**src/rtl/rocket_dmem_req_driver_if.sv**
```systemverilog
// Core-to-dcache request/response bundle plus the command and report channels of the dmem request driver.
// master = driver side, slave = harness side.
interface rocket_dmem_req_driver_if;
  logic        cmd_valid;
  logic        cmd_ready;
  logic        cmd_write;
  logic [39:0] cmd_addr;
  logic [2:0]  cmd_typ;
  logic [63:0] cmd_data;
  logic [7:0]  cmd_mask;

  logic        io_dmem_req_ready;
  logic        io_dmem_req_valid;
  logic [39:0] io_dmem_req_bits_addr;
  logic [6:0]  io_dmem_req_bits_tag;
  logic [4:0]  io_dmem_req_bits_cmd;
  logic [2:0]  io_dmem_req_bits_typ;
  logic        io_dmem_req_bits_phys;
  logic        io_dmem_s1_kill;
  logic [63:0] io_dmem_s1_data_data;
  logic [7:0]  io_dmem_s1_data_mask;
  logic        io_dmem_s2_nack;
  logic        io_dmem_resp_valid;
  logic [6:0]  io_dmem_resp_bits_tag;
  logic [63:0] io_dmem_resp_bits_data;
  logic        io_dmem_resp_bits_has_data;

  logic        st_done_valid;
  logic [6:0]  st_done_tag;
  logic        ld_resp_valid;
  logic [6:0]  ld_resp_tag;
  logic [63:0] ld_resp_data;
  logic [3:0]  outstanding;
  logic        err;

  modport master (
    input  cmd_valid, cmd_write, cmd_addr, cmd_typ, cmd_data, cmd_mask,
           io_dmem_req_ready, io_dmem_s2_nack, io_dmem_resp_valid,
           io_dmem_resp_bits_tag, io_dmem_resp_bits_data, io_dmem_resp_bits_has_data,
    output cmd_ready, io_dmem_req_valid, io_dmem_req_bits_addr, io_dmem_req_bits_tag,
           io_dmem_req_bits_cmd, io_dmem_req_bits_typ, io_dmem_req_bits_phys,
           io_dmem_s1_kill, io_dmem_s1_data_data, io_dmem_s1_data_mask,
           st_done_valid, st_done_tag, ld_resp_valid, ld_resp_tag, ld_resp_data,
           outstanding, err
  );

  modport slave (
    output cmd_valid, cmd_write, cmd_addr, cmd_typ, cmd_data, cmd_mask,
           io_dmem_req_ready, io_dmem_s2_nack, io_dmem_resp_valid,
           io_dmem_resp_bits_tag, io_dmem_resp_bits_data, io_dmem_resp_bits_has_data,
    input  cmd_ready, io_dmem_req_valid, io_dmem_req_bits_addr, io_dmem_req_bits_tag,
           io_dmem_req_bits_cmd, io_dmem_req_bits_typ, io_dmem_req_bits_phys,
           io_dmem_s1_kill, io_dmem_s1_data_data, io_dmem_s1_data_mask,
           st_done_valid, st_done_tag, ld_resp_valid, ld_resp_tag, ld_resp_data,
           outstanding, err
  );
endinterface

```
**src/rtl/rocket_dmem_req_driver.sv**
```systemverilog
// Harness master for the core dmem port: tag allocation, s1 store data, s2-nack replay,
// and store-done / load-response reporting.
module rocket_dmem_req_driver #(
  parameter int unsigned NUM_TAGS     = 8,
  parameter int unsigned REPLAY_DEPTH = 4
) (
  input logic                      clock,
  input logic                      reset,
  rocket_dmem_req_driver_if.master bus
);
  localparam int unsigned TAG_W  = 7;
  localparam int unsigned TIDX_W = $clog2(NUM_TAGS);
  localparam int unsigned RPTR_W = $clog2(REPLAY_DEPTH);
  localparam int unsigned CNT_W  = $clog2(REPLAY_DEPTH + 1);
  localparam int unsigned OUT_W  = 4;

  typedef struct packed {
    logic             write;
    logic [39:0]      addr;
    logic [2:0]       typ;
    logic [63:0]      data;
    logic [7:0]       mask;
    logic [TAG_W-1:0] tag;
  } req_t;

  req_t               s0_req, s1_q, s2_q;
  logic               s1_valid, s2_valid;
  req_t               fifo_q [REPLAY_DEPTH];
  logic [RPTR_W-1:0]  rd_ptr, wr_ptr;
  logic [CNT_W-1:0]   fifo_cnt;
  logic [NUM_TAGS-1:0] alloc_q, alloc_d, is_store_q;
  logic [TIDX_W-1:0]  free_idx;
  logic               free_any;
  logic [OUT_W-1:0]   out_d, out_q;

  logic               fifo_empty, fifo_full, issue_open, req_valid_c, fire;
  logic               new_fire, replay_fire, nack_push, push_ok, overflow;
  logic               st_done_c, resp_hit, resp_ok, resp_bad;
  logic [TIDX_W-1:0]  resp_idx, s2_idx;

  logic               st_done_valid_q, ld_resp_valid_q, err_q;
  logic [TAG_W-1:0]   st_done_tag_q, ld_resp_tag_q;
  logic [63:0]        ld_resp_data_q;

  // Lowest-index free tag
  always_comb begin
    free_any = 1'b0;
    free_idx = '0;
    for (int i = int'(NUM_TAGS) - 1; i >= 0; i--) begin
      if (!alloc_q[i]) begin
        free_any = 1'b1;
        free_idx = TIDX_W'(i);
      end
    end
  end

  assign fifo_empty  = (fifo_cnt == '0);
  assign fifo_full   = (fifo_cnt == CNT_W'(REPLAY_DEPTH));
  assign issue_open  = !reset && fifo_empty && free_any;
  assign req_valid_c = !reset && (!fifo_empty || (bus.cmd_valid && issue_open));
  assign fire        = req_valid_c && bus.io_dmem_req_ready;
  assign new_fire    = fire && fifo_empty;
  assign replay_fire = fire && !fifo_empty;

  // s0 source: replay head wins over a fresh command
  always_comb begin
    s0_req = '0;
    if (!fifo_empty) begin
      s0_req = fifo_q[rd_ptr];
    end else begin
      s0_req.write = bus.cmd_write;
      s0_req.addr  = bus.cmd_addr;
      s0_req.typ   = bus.cmd_typ;
      s0_req.data  = bus.cmd_write ? bus.cmd_data : 64'h0;
      s0_req.mask  = bus.cmd_write ? bus.cmd_mask : 8'h0;
      s0_req.tag   = TAG_W'(free_idx);
    end
  end

  assign s2_idx    = s2_q.tag[TIDX_W-1:0];
  assign nack_push = s2_valid && bus.io_dmem_s2_nack;
  assign push_ok   = nack_push && !fifo_full;
  assign overflow  = nack_push && fifo_full;
  assign st_done_c = s2_valid && s2_q.write && !bus.io_dmem_s2_nack;

  assign resp_idx  = bus.io_dmem_resp_bits_tag[TIDX_W-1:0];
  assign resp_hit  = bus.io_dmem_resp_valid && bus.io_dmem_resp_bits_has_data;
  assign resp_ok   = resp_hit && (bus.io_dmem_resp_bits_tag < TAG_W'(NUM_TAGS))
                     && alloc_q[resp_idx] && !is_store_q[resp_idx];
  assign resp_bad  = resp_hit && !resp_ok;

  // Next allocation vector and its population count
  always_comb begin
    alloc_d = alloc_q;
    if (new_fire)  alloc_d[free_idx] = 1'b1;
    if (st_done_c) alloc_d[s2_idx]   = 1'b0;
    if (resp_ok)   alloc_d[resp_idx] = 1'b0;
    out_d = '0;
    for (int i = 0; i < int'(NUM_TAGS); i++) begin
      out_d = out_d + OUT_W'(alloc_d[i]);
    end
  end

  always_ff @(posedge clock) begin
    if (reset) begin
      s1_q            <= '0;
      s2_q            <= '0;
      s1_valid        <= 1'b0;
      s2_valid        <= 1'b0;
      rd_ptr          <= '0;
      wr_ptr          <= '0;
      fifo_cnt        <= '0;
      alloc_q         <= '0;
      is_store_q      <= '0;
      out_q           <= '0;
      err_q           <= 1'b0;
      st_done_valid_q <= 1'b0;
      st_done_tag_q   <= '0;
      ld_resp_valid_q <= 1'b0;
      ld_resp_tag_q   <= '0;
      ld_resp_data_q  <= '0;
      for (int i = 0; i < int'(REPLAY_DEPTH); i++) fifo_q[i] <= '0;
    end else begin
      s1_valid <= fire;
      s1_q     <= fire ? s0_req : '0;
      s2_valid <= s1_valid;
      s2_q     <= s1_q;

      if (push_ok) begin
        fifo_q[wr_ptr] <= s2_q;
        wr_ptr         <= wr_ptr + RPTR_W'(1);
      end
      if (replay_fire) rd_ptr <= rd_ptr + RPTR_W'(1);
      fifo_cnt <= fifo_cnt + CNT_W'(push_ok) - CNT_W'(replay_fire);

      alloc_q <= alloc_d;
      out_q   <= out_d;
      if (new_fire) is_store_q[free_idx] <= bus.cmd_write;

      err_q <= err_q || resp_bad || overflow;

      st_done_valid_q <= st_done_c;
      st_done_tag_q   <= st_done_c ? s2_q.tag : '0;
      ld_resp_valid_q <= resp_ok;
      ld_resp_tag_q   <= resp_ok ? bus.io_dmem_resp_bits_tag : '0;
      ld_resp_data_q  <= resp_ok ? bus.io_dmem_resp_bits_data : 64'h0;
    end
  end

  assign bus.cmd_ready             = issue_open && bus.io_dmem_req_ready;
  assign bus.io_dmem_req_valid     = req_valid_c;
  assign bus.io_dmem_req_bits_addr = req_valid_c ? s0_req.addr : 40'h0;
  assign bus.io_dmem_req_bits_tag  = req_valid_c ? s0_req.tag : '0;
  assign bus.io_dmem_req_bits_cmd  = (req_valid_c && s0_req.write) ? 5'h01 : 5'h00;
  assign bus.io_dmem_req_bits_typ  = req_valid_c ? s0_req.typ : 3'h0;
  assign bus.io_dmem_req_bits_phys = 1'b0;
  assign bus.io_dmem_s1_kill       = 1'b0;
  assign bus.io_dmem_s1_data_data  = (!reset && s1_valid) ? s1_q.data : 64'h0;
  assign bus.io_dmem_s1_data_mask  = (!reset && s1_valid) ? s1_q.mask : 8'h0;

  assign bus.st_done_valid = st_done_valid_q;
  assign bus.st_done_tag   = st_done_tag_q;
  assign bus.ld_resp_valid = ld_resp_valid_q;
  assign bus.ld_resp_tag   = ld_resp_tag_q;
  assign bus.ld_resp_data  = ld_resp_data_q;
  assign bus.outstanding   = out_q;
  assign bus.err           = err_q;
endmodule

```
**src/flat_wrapper.sv**
```systemverilog
// flat-port wrapper written by rule: the top's interface ports become plain ports
module rocket_dmem_req_driver_flat 
#(
  parameter int unsigned NUM_TAGS     = 8,
  parameter int unsigned REPLAY_DEPTH = 4
)
  (clock, reset, bus_cmd_valid, bus_cmd_write, bus_cmd_addr, bus_cmd_typ, bus_cmd_data, bus_cmd_mask, bus_io_dmem_req_ready, bus_io_dmem_s2_nack, bus_io_dmem_resp_valid, bus_io_dmem_resp_bits_tag, bus_io_dmem_resp_bits_data, bus_io_dmem_resp_bits_has_data, bus_cmd_ready, bus_io_dmem_req_valid, bus_io_dmem_req_bits_addr, bus_io_dmem_req_bits_tag, bus_io_dmem_req_bits_cmd, bus_io_dmem_req_bits_typ, bus_io_dmem_req_bits_phys, bus_io_dmem_s1_kill, bus_io_dmem_s1_data_data, bus_io_dmem_s1_data_mask, bus_st_done_valid, bus_st_done_tag, bus_ld_resp_valid, bus_ld_resp_tag, bus_ld_resp_data, bus_outstanding, bus_err);
  rocket_dmem_req_driver_if bus_i ();
  input logic clock;
  input logic reset;
  input wire logic [$bits(bus_i.cmd_valid)-1:0] bus_cmd_valid;
  input wire logic [$bits(bus_i.cmd_write)-1:0] bus_cmd_write;
  input wire logic [$bits(bus_i.cmd_addr)-1:0] bus_cmd_addr;
  input wire logic [$bits(bus_i.cmd_typ)-1:0] bus_cmd_typ;
  input wire logic [$bits(bus_i.cmd_data)-1:0] bus_cmd_data;
  input wire logic [$bits(bus_i.cmd_mask)-1:0] bus_cmd_mask;
  input wire logic [$bits(bus_i.io_dmem_req_ready)-1:0] bus_io_dmem_req_ready;
  input wire logic [$bits(bus_i.io_dmem_s2_nack)-1:0] bus_io_dmem_s2_nack;
  input wire logic [$bits(bus_i.io_dmem_resp_valid)-1:0] bus_io_dmem_resp_valid;
  input wire logic [$bits(bus_i.io_dmem_resp_bits_tag)-1:0] bus_io_dmem_resp_bits_tag;
  input wire logic [$bits(bus_i.io_dmem_resp_bits_data)-1:0] bus_io_dmem_resp_bits_data;
  input wire logic [$bits(bus_i.io_dmem_resp_bits_has_data)-1:0] bus_io_dmem_resp_bits_has_data;
  output wire logic [$bits(bus_i.cmd_ready)-1:0] bus_cmd_ready;
  output wire logic [$bits(bus_i.io_dmem_req_valid)-1:0] bus_io_dmem_req_valid;
  output wire logic [$bits(bus_i.io_dmem_req_bits_addr)-1:0] bus_io_dmem_req_bits_addr;
  output wire logic [$bits(bus_i.io_dmem_req_bits_tag)-1:0] bus_io_dmem_req_bits_tag;
  output wire logic [$bits(bus_i.io_dmem_req_bits_cmd)-1:0] bus_io_dmem_req_bits_cmd;
  output wire logic [$bits(bus_i.io_dmem_req_bits_typ)-1:0] bus_io_dmem_req_bits_typ;
  output wire logic [$bits(bus_i.io_dmem_req_bits_phys)-1:0] bus_io_dmem_req_bits_phys;
  output wire logic [$bits(bus_i.io_dmem_s1_kill)-1:0] bus_io_dmem_s1_kill;
  output wire logic [$bits(bus_i.io_dmem_s1_data_data)-1:0] bus_io_dmem_s1_data_data;
  output wire logic [$bits(bus_i.io_dmem_s1_data_mask)-1:0] bus_io_dmem_s1_data_mask;
  output wire logic [$bits(bus_i.st_done_valid)-1:0] bus_st_done_valid;
  output wire logic [$bits(bus_i.st_done_tag)-1:0] bus_st_done_tag;
  output wire logic [$bits(bus_i.ld_resp_valid)-1:0] bus_ld_resp_valid;
  output wire logic [$bits(bus_i.ld_resp_tag)-1:0] bus_ld_resp_tag;
  output wire logic [$bits(bus_i.ld_resp_data)-1:0] bus_ld_resp_data;
  output wire logic [$bits(bus_i.outstanding)-1:0] bus_outstanding;
  output wire logic [$bits(bus_i.err)-1:0] bus_err;
  assign bus_i.cmd_valid = bus_cmd_valid;
  assign bus_i.cmd_write = bus_cmd_write;
  assign bus_i.cmd_addr = bus_cmd_addr;
  assign bus_i.cmd_typ = bus_cmd_typ;
  assign bus_i.cmd_data = bus_cmd_data;
  assign bus_i.cmd_mask = bus_cmd_mask;
  assign bus_i.io_dmem_req_ready = bus_io_dmem_req_ready;
  assign bus_i.io_dmem_s2_nack = bus_io_dmem_s2_nack;
  assign bus_i.io_dmem_resp_valid = bus_io_dmem_resp_valid;
  assign bus_i.io_dmem_resp_bits_tag = bus_io_dmem_resp_bits_tag;
  assign bus_i.io_dmem_resp_bits_data = bus_io_dmem_resp_bits_data;
  assign bus_i.io_dmem_resp_bits_has_data = bus_io_dmem_resp_bits_has_data;
  assign bus_cmd_ready = bus_i.cmd_ready;
  assign bus_io_dmem_req_valid = bus_i.io_dmem_req_valid;
  assign bus_io_dmem_req_bits_addr = bus_i.io_dmem_req_bits_addr;
  assign bus_io_dmem_req_bits_tag = bus_i.io_dmem_req_bits_tag;
  assign bus_io_dmem_req_bits_cmd = bus_i.io_dmem_req_bits_cmd;
  assign bus_io_dmem_req_bits_typ = bus_i.io_dmem_req_bits_typ;
  assign bus_io_dmem_req_bits_phys = bus_i.io_dmem_req_bits_phys;
  assign bus_io_dmem_s1_kill = bus_i.io_dmem_s1_kill;
  assign bus_io_dmem_s1_data_data = bus_i.io_dmem_s1_data_data;
  assign bus_io_dmem_s1_data_mask = bus_i.io_dmem_s1_data_mask;
  assign bus_st_done_valid = bus_i.st_done_valid;
  assign bus_st_done_tag = bus_i.st_done_tag;
  assign bus_ld_resp_valid = bus_i.ld_resp_valid;
  assign bus_ld_resp_tag = bus_i.ld_resp_tag;
  assign bus_ld_resp_data = bus_i.ld_resp_data;
  assign bus_outstanding = bus_i.outstanding;
  assign bus_err = bus_i.err;
  rocket_dmem_req_driver #(.NUM_TAGS(NUM_TAGS), .REPLAY_DEPTH(REPLAY_DEPTH)) u_core (.clock(clock), .reset(reset), .bus(bus_i));
endmodule
```
**config.mk**
```make
export PLATFORM = sky130hd
export DESIGN_NAME = rocket_dmem_req_driver_flat
export DESIGN_NICKNAME = d
export VERILOG_FILES = /design/src/rtl/rocket_dmem_req_driver_if.sv /design/src/rtl/rocket_dmem_req_driver.sv /design/src/flat_wrapper.sv
export SDC_FILE = /design/constraint.sdc
export NUM_CORES = 1
export LEC_CHECK = 0
export BUFFER_PORTS_ARGS = -buffer_cell sky130_fd_sc_hd__buf_2
export CORE_AREA = 2 2 236 238
export DETAILED_ROUTE_END_ITERATION = 10
export DIE_AREA = 0 0 238 240
export MAX_ROUTING_LAYER = met4
export PLACE_DENSITY = 0.83
export SLEW_MARGIN = 20
export SYNTH_ARGS = -nofsm -noshare
export SYNTH_HDL_FRONTEND = slang
export SYNTH_SLANG_ARGS = --single-unit
```
**constraint.sdc**
```tcl
create_clock -name clock -period 7.2 [get_ports clock]
set_input_delay 0.36 -clock clock [delete_from_list [all_inputs] [get_ports clock]]
set_output_delay 0.36 -clock clock [all_outputs]
set_load 0.005 [all_outputs]
```
== Word level (Yosys, flattened, before mapping) ==
Memories as Yosys holds them, arrays and structs flattened. A register that Yosys moved wholly into a read port is not among the register bits.
Index checks and enable logic that the tools add are counted.

* Register bits: 356
* Word-level logic and storage cells: 140
* Bits of input ports: 194
* Memories: 1
* RAM bits: 492

{| class="wikitable"
|+ Memories
! name !! depth !! bits a word !! rd ports !! clocked after memory_dff !! wr ports !! RTL line !! source
|-
| u_core.fifo_q || 4 || 123 || 1 || 1 || 4 || rocket_dmem_req_driver.sv:28 || <nowiki>req_t fifo_q [REPLAY_DEPTH];</nowiki>
|}

* Multiplexer cells: 49
* Bitwise logic cells: 8
* Reduce and logical (&&, ||, !) cells: 37
* Order comparisons: 7
* Add/sub/neg operators: 11
* Equality and inequality tests: 1

{| class="wikitable"
|+ Operators with widths
! operator !! count
|-
| 123-bit 2-to-1 mux || 2
|-
| 64-bit 2-to-1 mux || 2
|-
| 123-bit OR reduction || 1
|-
| 40-bit 2-to-1 mux || 1
|-
| 8-bit 2-to-1 mux || 5
|-
| 3-bit 2-to-1 mux || 9
|-
| 4-bit by 1-bit adder with 4-bit output || 6
|-
| 1-bit logical AND || 23
|-
| 1-bit 2-to-1 mux || 20
|-
| 8-bit AND || 2
|-
| 8-bit inverter || 2
|-
| 3-bit by 4-bit < comparator with 1-bit output, second input constant || 3
|-
| 1-bit demux with 3-bit select || 3
|-
| 3-bit by 1-bit greater-or-equal comparator with 1-bit output, second input constant || 3
|-
| 8-bit bitwise mux || 1
|-
| 8-bit OR || 1
|-
| 7-bit by 4-bit < comparator with 1-bit output, second input constant || 1
|-
| 7-bit 2-to-1 mux || 1
|-
| 1-bit binary-select mux with 3-bit select || 2
|-
| 1-bit logical NOT || 6
|-
| 2-bit 2-to-1 mux || 3
|-
| 2-bit OR reduction || 3
|-
| 2-bit by 1-bit adder with 2-bit output, second input constant || 2
|-
| 3-bit by 1-bit adder with 3-bit output || 1
|-
| 6 further kinds || 10
|}

== Logic depth before layout (Yosys ltp) ==
Gate-level depths: netlist (run 1).

* Depth after elaboration: 26
* Gate-level depth with buffers: 15
* Depth with buffers taken out: 14

== Worst setup path after synthesis (run 1) ==
No wires, ideal clock.

* Kind: register to register
* Start point: reg u_core.wr_ptr[0]
* End point: mem u_core.fifo_q[1][0] in the netlist's numbering (enable)
* Data required time: 6697 ps
* Path buffers: 1
* Setup slack: 2768 ps
* Library setup time: 503 ps
* Cell stages (with the launch flop): 5
* Arrival: 3929 ps
* Path through: dfxtp_1 -> nor2b_1 -> clkbuf_1 -> nand2_1 -> nand2b_1

{| class="wikitable"
|+ RTL lines
! item !! RTL line !! source
|-
| from (decl) || rocket_dmem_req_driver.sv:29 || <nowiki>logic [RPTR_W-1:0] rd_ptr, wr_ptr;</nowiki>
|-
| from (signal assigned) || rocket_dmem_req_driver.sv:131 || <nowiki>wr_ptr <= wr_ptr + RPTR_W'(1);</nowiki>
|-
| to (decl) || rocket_dmem_req_driver.sv:28 ||
|}

== Worst setup path in the final report (run 1) ==
* Start point: reg u_core.fifo_cnt[2]
* End point: reg u_core.out_q[2] (netlist: u_core.bus.outstanding[2])

* Cells in the longest elaborated chain, start to end: 20
* Elaborated cells on any way between the ends: 21
* Classes of those cells: add/sub (7); mux (3); bitwise (2); reduce/logical (9)

{| class="wikitable"
|+ RTL lines
! item !! RTL line !! source
|-
| from (decl) || rocket_dmem_req_driver.sv:30 || <nowiki>logic [CNT_W-1:0] fifo_cnt;</nowiki>
|-
| from (signal assigned) || rocket_dmem_req_driver.sv:134 || <nowiki>fifo_cnt <= fifo_cnt + CNT_W'(push_ok) - CNT_W'(replay_fire);</nowiki>
|-
| 3-bit logical NOT * || rocket_dmem_req_driver.sv:57 || <nowiki>assign fifo_empty = (fifo_cnt == '0);</nowiki>
|-
| 1-bit logical AND (2 in a row) || rocket_dmem_req_driver.sv:59 || <nowiki>assign issue_open = !reset && fifo_empty && free_any;</nowiki>
|-
| 1-bit logical AND || rocket_dmem_req_driver.sv:60 || <nowiki>assign req_valid_c = !reset && (!fifo_empty || (bus.cmd_valid && issue_open));</nowiki>
|-
| 1-bit logical OR || rocket_dmem_req_driver.sv:60 ||
|-
| 1-bit logical AND || rocket_dmem_req_driver.sv:60 ||
|-
| 1-bit logical AND || rocket_dmem_req_driver.sv:61 || <nowiki>assign fire = req_valid_c && bus.io_dmem_req_ready;</nowiki>
|-
| 1-bit logical AND * || rocket_dmem_req_driver.sv:62 || <nowiki>assign new_fire = fire && fifo_empty;</nowiki>
|-
| 8-bit 2-to-1 mux * || rocket_dmem_req_driver.sv:95 || <nowiki>if (new_fire) alloc_d[free_idx] = 1'b1;</nowiki>
|-
| 8-bit AND (no line) || n/a ||
|-
| 8-bit 2-to-1 mux * || rocket_dmem_req_driver.sv:96 || <nowiki>if (st_done_c) alloc_d[s2_idx] = 1'b0;</nowiki>
|-
| 8-bit AND (no line) || n/a ||
|-
| 8-bit 2-to-1 mux * || rocket_dmem_req_driver.sv:97 || <nowiki>if (resp_ok) alloc_d[resp_idx] = 1'b0;</nowiki>
|-
| via u_core.alloc_d[1] || rocket_dmem_req_driver.sv:31 || <nowiki>logic [NUM_TAGS-1:0] alloc_q, alloc_d, is_store_q;</nowiki>
|-
| 1-bit by 1-bit adder with 2-bit output * || rocket_dmem_req_driver.sv:100 || <nowiki>out_d = out_d + OUT_W'(alloc_d[i]);</nowiki>
|-
| 4-bit by 1-bit adder with 4-bit output * (6 in a row) || rocket_dmem_req_driver.sv:100 ||
|-
| to (signal assigned) || rocket_dmem_req_driver.sv:137 || <nowiki>out_q <= out_d;</nowiki>
|-
| to (decl) || rocket_dmem_req_driver.sv:34 || <nowiki>logic [OUT_W-1:0] out_d, out_q;</nowiki>
|}

The timed path passes the listed nets; every way through them passes the cells marked *.
A chain may end at the register's enable or synchronous reset.

==> run summary, run 1 <==
Minimum clock period after layout: 4390 ps
Largest net degree at the start of global routing: 370
Area delta synth->final: 20.0%
Seq/Total Area, Yosys: 66.3%
Post-Synth Simple-Gate Area: 17.6%
Setup TNS: 0 ps
Vias in the first global route: 21205
Num CTS Buffers: 85
Initial Util: 60.5%
Mapped Cells: 2329
Adder-cell area share of the yosys netlist: 0.492%
Mapped Area: 33100 µm²
Tcrit/Tclk final: 61.0%
WL per Instance: 22.1 µm
Crit end category: flop
Maximum clock rate: 228 MHz
Synth Flop Type: edfxtp_1
Syn avg cell area: 14.2 µm²
Pleak: 0.0167 µW
Clock root buffer: clkbuf_16
Grt total ovfl: 0
Core box area: 54700 µm²
Drt total wl: 78900 µm
Setup bufs post-CTS: 0
Final setup vio count: 0
Commonest cells after routing, fill and taps aside: 492 x edfxtp_1, 402 x buf_2, 393 x and2_1, 355 x dfxtp_1, 253 x and3_1
Die area: 57100 µm²
Worst Hold Class: in2reg
Final Hold Viols: 0
Antenna Nets Post-Route: 0
Commonest non-fill, non-tap cell in the layout: edfxtp_1
Outcome: completed
Largest family of logic cells by synthesized area: simple AND/OR/NAND/NOR gates
Post-synthesis register bit count: 850
Die H: 240 µm
Nets: 3007
Via/cell ratio: 5.75
Req. time, crit path: 7650 ps
Port Buffers: 403
RSZ-0062 raised after global routing: no
Total of max-cap violations: 0
Cell accounting for the most synthesized area: edfxtp_1
Setup Skew: 22.5 ps
Initial antenna violation count: 2
Top-area cell type share of the netlist area: 44.7%
Main area contributors after synthesis: edfxtp_1 45%, dfxtp_1 22%, mux4_2 8.4%
Total GRT Usage: 28.7%
DIE WIDTH: 238 µm
Critical path arrival: 4850 ps
Overall Power: 11200 µW
First-pass GRT wire length: 121000 µm
Initial detailed-routing violation count: 1563
CP max FO: 6
Share of cells above drive strength 1: 24.6%
Proportion of synthesized area in mux cells: 9.95%
Startpoint types: flop
GP Congestion: 0.835
Clock Path Buffers: 3
DP HPWL: 42700 µm
YS warnings: 0
CTS tree: built
Routed vias: 20578
Number of synthesized flops with an enable pin: 492
Site row count: 86
Clk_lat worst skew: 620 ps
Clock tree sinks: 850
Clk slew on worst S/H paths: 60 ps
Synth Area in Compound Gates: 2.70%
Fin. max-slew vios: 0
Worst Max-Slew Pin Slew: 1140 ps
DR pass1 iterations: 5
XOR/XNOR share of the synthesized area: 0.159%
Synth async-reset ratio: 0%
H-tree depth: 3
DRC: 0
PwrDens: 282 nW/µm²
Worst setup path class: reg2reg
I/O pin count: 410
Max_slew headroom: 23.7%
VDD IR max: 0.000223 V
Library cells used by synthesis: 59
-- logic make-up after synthesis --
group                    after synthesis
flip-flops                           850
multiplexers                         175
AO/OA/AOI/OAI                        108
AND/OR/NAND/NOR                      978
adder cells (fa/ha/maj)               10
XOR/XNOR                               6
buffers and inverters                201
other                                  1
-- per-layer routing --
metal	wire (µm)	GRT usage [%]	up-vias
met3	5690	5.05	148
met1	31400	36.5	10274
met4	2410	10.5	0
met5	0	-	-
li1	-	-	9308
met2	39400	46.9	848
-- worst paths after layout --
| kind | startpoint | to | slack [ps] | depth (start not counted) |
|---|---|---|---|---|
| setup / recovery | u_core.fifo_cnt[2] | u_core.bus.outstanding[2] | 2810 | 14 |
| hold / removal | bus_cmd_addr[12] | u_core.s1_q[94] | 20 | 3 |
| hold reg to reg | u_core.s1_q[5] | u_core.s2_q[5] | 430 | 1 |
| setup reg to reg | u_core.fifo_cnt[2] | u_core.bus.outstanding[2] | 2810 | 14 |
-- stage by stage --
stage | cells | cell area (µm²) | worst slack [ps] | utilization [%] | hold WS [ps]
finish | 3577 | 39700 | 2810 | 72.7 | 23.9
global route | 3577 | 39700 | 2540 | 72.7 | 6.65
CTS | 3573 | 39700 | 2890 | 72.6 | 0.0822
detailed placement | 3281 | 35400 | 2780 | 64.8 | 422
global placement | 3281 | 35400 | 2820 | 64.8 | 417
floorplan | 2338 | 33100 | 2770 | - | 414
-- flip-flops by register name, indices dropped and copies added (netlist names), 2 cells and up, named ones only --
name,cells
u_core.rd_ptr,2
u_core.alloc_q,8
u_core.s2_idx,3
u_core.fifo_cnt,3
u_core.bus.ld_resp_data,64
u_core.s2_q,120
u_core.bus.st_done_tag,7
u_core.s1_q,123
u_core.bus.ld_resp_tag,7
u_core.fifo_q,492
u_core.bus.outstanding,4
u_core.wr_ptr,2
u_core.is_store_q,8
-- what timing repair did --
item	CTS	global route
endpoints found under the hold margin	137	1
hold buffers	137	1
resized for setup	0	0
endpoints found under the setup margin	0	0
-- report_power, final --
group          internal [µW]  switching [µW]  total (µW)  leakage [µW]
clock                   2730            1800        4530       0.00142
combinational            541             668        1210       0.00732
sequential              5350             114        5460       0.00798
total                   8620            2590       11200        0.0167
-- Yosys cell counts, types with 15 or more instances --
master,number
edfxtp_1,492
inv_1,15
clkbuf_1,127
and3_1,253
mux4_2,123
nor2b_1,136
dfxtp_1,358
a22o_1,72
and2_1,394
nor2_1,124
buf_4,16
mux2i_1,52
buf_2,25
nand2_1,22
-- layout make-up --
type                            count  area (µm²)
Tap cell                          704         881
Timing Repair Buffer              563        3630
Clock inverter                     23         319
Multi-Input combinational cell   1287       10300
Fill cell                        3449       14900
Sequential cell                   850       22000
Antenna cell                        2        5.00
Inverter                           16        60.1
Clock buffer                      132        2560
-- worst max-delay path, stage by stage, from the launching register on --
cell and delay [ps]:
dfxtp_1 380, nor3_1 730, nand3_1 250, nor2_1 200, a21oi_1 110, a211oi_1 220, ha_1 270, inv_1 70
fa_1 410, inv_1 80, fa_1 420, fa_1 430, fa_1 450, xnor2_1 140, nor2_1 50
No activity file was read; power rests on OpenSTA's default activity.
==> run 2: changes to the inputs <==
- CORE_AREA: 2 2 236 238 -> 2 2 256 258
- DIE_AREA: 0 0 238 240 -> 0 0 258 260
- PLACE_DENSITY: 0.83 -> 0.75
- clock period: 7.2 -> 3.7 ns (I/O delays scaled with it)
==> run summary, run 2 (synthesis results as in run 1) <==
VDD IR max: 0.000444 V (+99%)
Nets: 3091 (+2.8%)
Total of max-cap violations: 0 (unchanged)
I/O pin count: 410 (unchanged)
Via/cell ratio: 5.40 (-6.1%)
RSZ-0062 raised after global routing: yes
H-tree depth: 3 (unchanged)
Max_slew headroom: 27.6% (+3.9 points)
DRC: 0 (unchanged)
Final Hold Viols: 0 (unchanged)
DR pass1 iterations: 5 (unchanged)
Site row count: 93 (+8.1%)
DP HPWL: 44600 µm (+4.5%)
Clock Path Buffers: 3 (unchanged)
Initial antenna violation count: 3 (+1)
Outcome: completed
Total GRT Usage: 24.8% (-3.9 points)
Initial detailed-routing violation count: 1446 (-7.5%)
Worst setup path class: reg2reg
DIE WIDTH: 258 µm (+8.4%)
# fillers: 4586 (+33%)
Clock root buffer: clkbuf_16
Antenna Nets Post-Route: 0 (unchanged)
Die area: 67100 µm² (+17%)
Biggest registers after layout: u_core.fifo_q x492, u_core.s1_q x123, u_core.s2_q x120
Num CTS Buffers: 86 (+1.2%)
Register area: 22000 µm² (about the same)
Crit path largest cell delay: 520 ps (-210 ps)
Port Buffers: 403 (unchanged)
Finished Layout Cells: 3817 (+6.7%)
Clk slew on worst S/H paths: 60 ps (about the same)
Fin area: 40800 µm² (+2.8%)
Setup Skew: 33.7 ps (+11.2 ps)
Logic pwr share: 11.5% (+0.7 points)
Grt total ovfl: 0 (unchanged)
Net Sw Power: 5180 µW (+100%)
Share of cells above drive strength 1: 25.5% (+0.93 points)
Hold EP: u_core.is_store_q[2]
Routed vias: 20621 (+0.21%)
Clock tree sinks: 850 (unchanged)
Multi-input logic area: 10400 µm² (+0.63%)
Minimum clock period after layout: 3680 ps (-719 ps)
CP Cell Sequence: inv_2 > o311a_4 > nor4b_4 > and3b_2 > a211oi_1 > ha_1 > inv_1 > fa_1 > inv_1 > fa_1 > fa_2 > fa_2 > nor2b_1
WHS: 49.3 ps (+25.4 ps)
Fin. max-slew vios: 0 (unchanged)
WL per Instance: 21.2 µm (-3.8%)
Final setup vio count: 0 (unchanged)
CP max-delay cell: fa_2
Worst path bufs/invs: 3 (+1)
R2R setup slack: 20 ps (-2780 ps)
CP max FO: 2 (-4)
FF-to-FF Start: u_core.alloc_q[4]
Placed cells: 3468 (+5.7%)
Vias in the first global route: 21747 (+2.6%)
Area delta synth->final: 23.4%
Sw Share: 23.6% (+0.55 points)
Pleak: 0.0171 µW (+2.4%)
Cell family with most CP delay: adder cells
Drt total wl: 81000 µm (+2.7%)
Clk_lat worst skew: 630 ps (about the same)
Commonest cells after routing, fill and taps aside: 492 x edfxtp_1, 402 x buf_2, 393 x and2_1, 354 x dfxtp_1, 253 x and3_1
Largest net degree at the start of global routing: 250 (-32%)
Internal power: 16700 µW (+94%)
Area post-placement: 36000 µm² (+1.7%)
Tcrit/Tclk final: 99.3% (+38 points)
Core box area: 64100 µm² (+17%)
First-pass GRT wire length: 123000 µm (+2.3%)
Maximum clock rate: 272 MHz (+20%)
Worst Max-Slew Pin Slew: 1090 ps (-58.8 ps)
Critical path arrival: 4210 ps (-640 ps)
Setup bufs post-CTS: 0 (unchanged)
R2r endpoint: u_core.bus.outstanding[1]
PwrDens: 536 nW/µm² (+90%)
Clock share of power: 40.0% (-0.4 points)
Req. time, crit path: 4240 ps (-3410 ps)
Commonest non-fill, non-tap cell in the layout: edfxtp_1
CTS tree: built
GP Congestion: 0.880 (+5.5%)
Crit end category: flop
R2R cell count: 13 (-1)
Die H: 260 µm (+8.3%)
Worst Hold Class: in2reg
Startpoint types: flop
Top reg by flops: u_core.fifo_q
Largest register FFs: 492 (unchanged)
Worst hold path depth: 5 (+2)
Initial Util: 51.6% (-8.9 points)
Fin util: 63.7% (-9.0 points)
Worst Hold Launch: bus_cmd_valid
Seq pwr share: 48.5% (-0.3 points)
## run 2: worst register-to-register path: stages (launching register included)
cell and delay [ps]:
dfxtp_2 330, inv_2 40, o311a_4 390, nor4b_4 230, and3b_2 240, a211oi_1 60, ha_1 290, inv_1 40
fa_1 470, inv_1 50, fa_1 460, fa_2 380, fa_2 520, nor2b_1 120
## run 2: worst max-delay path by stage
stage	startpoint	cells past startpoint	to	slack [ps]
2_1_floorplan	u_core.alloc_q[4]	13	u_core.bus.outstanding[1]	-6
3_3_place_gp	bus_io_dmem_resp_bits_tag[5]	14	u_core.bus.outstanding[1]	-190
3_5_place_dp	bus_io_dmem_resp_bits_tag[5]	14	u_core.bus.outstanding[1]	-220
4_1_cts	u_core.alloc_q[4]	13	u_core.bus.outstanding[1]	20
5_1_grt	u_core.alloc_q[4]	14	u_core.bus.outstanding[2]	-70
6_report	u_core.alloc_q[4]	13	u_core.bus.outstanding[1]	20
## run 2: layer usage
metal	global-route usage, %	wire length (µm)	up-vias
met2	41.9	40900	707
met4	7.64	1990	0
met3	4.59	5730	142
li1	-	-	9464
met5	-	0	-
met1	30.6	32400	10308
## run 2: final cells by class
class / count / area share [%]
Antenna cell: 3 / 0.0184
Clock buffer: 125 / 6.16
Clock inverter: 35 / 0.883
Inverter: 16 / 0.147
Multi-Input combinational cell: 1287 / 25.4
Sequential cell: 850 / 53.8
Tap cell: 855 / 2.62
Timing Repair Buffer: 646 / 11.0
## run 2: timing repair
item | in CTS | in global routing
pin swaps | 5 | 0
endpoints found under the hold margin | 192 | 0
endpoints found under the setup margin | 2 | 2
hold buffers | 186 | 0
gates resized for setup | 2 | 5
## run 2: stage by stage
stage | setup slack [ps] | TNS (ps) | total power, µW
global route | -72.8 | -145 | 22600
detailed placement | -220 | -408 | 13200
finish | 24.9 | 0 | 21900
CTS | 16.9 | 0 | 22000
global placement | -195 | -376 | 13100
floorplan | -6.29 | -6.29 | 12300
## run 2: power groups by stage
stage          Clock [µW]  Sequential (µW)  Combinational [µW]
2_1_floorplan           0            10700                1600
3_3_place_gp            0            10800                2340
3_5_place_dp            0            10800                2360
4_1_cts              8890            10600                2540
5_1_grt              9260            10700                2710
6_report             8760            10600                2520
==> run 3: changes to the inputs <==
- RECOVER_POWER: unset -> 50
==> run summary, run 3 (synthesis results as in run 1) <==
Outcome: finished, violations left
Failing checks: max-capacitance violations, max-slew violations
RSZ-0062 raised after global routing: yes
R2R setup slack: 30 ps (about the same)
First-pass GRT wire length: 123000 µm (unchanged)
Worst setup path class: reg2reg
Total of max-cap violations: 5 (+5)
Critical path arrival: 4200 ps (about the same)
Worst Hold Class: in2reg
H-tree depth: 3 (unchanged)
VDD IR max: 0.000439 V (-0.99%)
Via/cell ratio: 5.42 (+0.34%)
DIE WIDTH: 258 µm (unchanged)
Num CTS Buffers: 86 (unchanged)
Crit end category: flop
Initial antenna violation count: 3 (unchanged)
CP Cell Sequence: inv_2 > o311a_4 > nor4b_4 > and3b_2 > a211oi_1 > ha_1 > inv_1 > fa_1 > inv_1 > fa_1 > fa_2 > fa_2 > nor2b_1
CP max-delay cell: fa_2
I/O pin count: 410 (unchanged)
Final Hold Viols: 0 (unchanged)
Biggest registers after layout: u_core.fifo_q x492, u_core.s1_q x123, u_core.s2_q x120
GP Congestion: 0.880 (unchanged)
Vias in the first global route: 21747 (unchanged)
Grt total ovfl: 0 (unchanged)
Setup slack after layout: 32.9 ps (+7.95 ps)
Register area: 21900 µm² (about the same)
Pleak: 0.0168 µW (-1.8%)
DR pass1 iterations: 5 (unchanged)
Worst Max-Slew Pin Slew: 2100 ps (+1010 ps)
Worst path bufs/invs: 3 (unchanged)
CP max FO: 2 (unchanged)
Commonest cells after routing, fill and taps aside: 492 x edfxtp_1, 354 x and2_1, 354 x dfxtp_1, 351 x buf_2, 253 x and3_1
DRC: 0 (unchanged)
Fin util: 63.4% (-0.28 points)
Fin area: 40600 µm² (-0.45%)
Initial Util: 51.6% (unchanged)
CTS tree: built
Maximum clock rate: 273 MHz (+0.22%)
Share of cells above drive strength 1: 23.3% (-2.2 points)
Port Buffers: 403 (unchanged)
DP HPWL: 44600 µm (unchanged)
Site row count: 93 (unchanged)
PwrDens: 538 nW/µm² (+0.37%)
Setup Skew: 34.6 ps (+0.932 ps)
Routed vias: 20692 (+0.34%)
Die H: 260 µm (unchanged)
Top reg by flops: u_core.fifo_q
Req. time, crit path: 4240 ps (about the same)
Worst Hold Launch: bus_io_dmem_resp_valid
Fin. max-slew vios: 413 (+413)
Final setup vio count: 0 (unchanged)
Startpoint types: flop
Commonest non-fill, non-tap cell in the layout: edfxtp_1
Setup crit start: u_core.alloc_q[4]
Clock tree sinks: 850 (unchanged)
Cell family with most CP delay: adder cells
Place WS: -220 ps (unchanged)
Setup bufs post-CTS: 0 (unchanged)
Clock root buffer: clkbuf_16
Nets: 3091 (unchanged)
Initial detailed-routing violation count: 1474 (+1.9%)
Area delta synth->final: 22.8%
WL per Instance: 21.2 µm (about the same)
Largest register FFs: 492 (unchanged)
Core box area: 64100 µm² (unchanged)
Tcrit/Tclk final: 99.1% (-0.21 points)
Drt total wl: 81100 µm (about the same)
Max_slew headroom: -39.8% (-67 points)
Antenna Nets Post-Route: 0 (unchanged)
Die area: 67100 µm² (unchanged)
Total GRT Usage: 24.8% (unchanged)
# fillers: 4644 (+1.3%)
Clk_lat worst skew: 630 ps (about the same)
Crit path largest cell delay: 520 ps (about the same)
Area post-placement: 36000 µm² (unchanged)
FF-to-FF Start: u_core.alloc_q[4]
Clock Path Buffers: 3 (unchanged)
Multi-input logic area: 10300 µm² (-0.54%)
Clk slew on worst S/H paths: 60 ps (about the same)
Minimum clock period after layout: 3670 ps (-7.95 ps)
Largest net degree at the start of global routing: 250 (unchanged)
run 3: cell count changes in the layout (fill, tap and decap cells not counted), moves of 2 or more:
cell and change:
and2_0 +39, and2_1 -39, buf_12 -3, buf_2 -51, buf_4 -8, clkbuf_1 +55
clkbuf_2 +3, clkbuf_4 +2, nand2_1 +2, nor3_1 +2, nor3_2 -2
run 3: what timing repair did:
item | in CTS | in global routing
hold buffers | 186 | 0
hold endpoints to repair | 192 | 0
resized for setup | 2 | 5
endpoints found under the setup margin | 2 | 2
pin swaps | 5 | 0
run 3: final cells by class:
type | instances | area share (%)
timing repair buffer | 646 | 10.7
multi-input combinational | 1287 | 25.4
tap | 855 | 2.63
clock buffer | 125 | 6.18
inverter | 16 | 0.148
antenna | 3 | 0.0185
clock inverter | 35 | 0.887
sequential | 850 | 54.0
run 3: per-layer routing:
metal / vias up / GRT usage [%] / part of all wire (%)
met3: 139 / 4.59 / 7.1
met4: 0 / 7.64 / 2.5
li1: 9466 / - / -
met2: 734 / 41.9 / 50
met5: - / - / 0
met1: 10353 / 30.6 / 40
run 3: report_power, final:
part	internal, µW	total [µW]	leakage [µW]	switching (µW)
clock	5150	8770	0.00142	3610
sequential	10400	10600	0.00798	204
combinational	1150	2500	0.00742	1350
total	16700	21900	0.0168	5160
run 3: worst paths after layout:
kind / end / cells past startpoint
min: u_core.bus.err / 4
max: u_core.bus.outstanding[1] / 13
max reg2reg: u_core.bus.outstanding[1] / 13
min reg2reg: u_core.s2_q[92] / 1
run 3: through the flow:
| stage | power, µW | std cells | hold slack (ps) | setup TNS [ps] |
|---|---|---|---|---|
| 4_1_cts | 22000 | 3814 | 3.52 | 0 |
| 5_1_grt | 22600 | 3817 | 45.0 | -192 |
| 6_report | 21900 | 3817 | 47.5 | 0 |
| 2_1_floorplan | 12300 | 2338 | 307 | -6.29 |
| 3_5_place_dp | 13200 | 3468 | 389 | -408 |
| 3_3_place_gp | 13100 | 3468 | 385 | -376 |
run 3: worst reg2reg max path: cells and delay by family, from the launching register on:
family | cells | cell delay [ps]
simple gates | 3 | 590
buf+inv | 3 | 130
compound gates | 2 | 440
fa+ha+maj | 5 | 2120
flops | 1 | 330
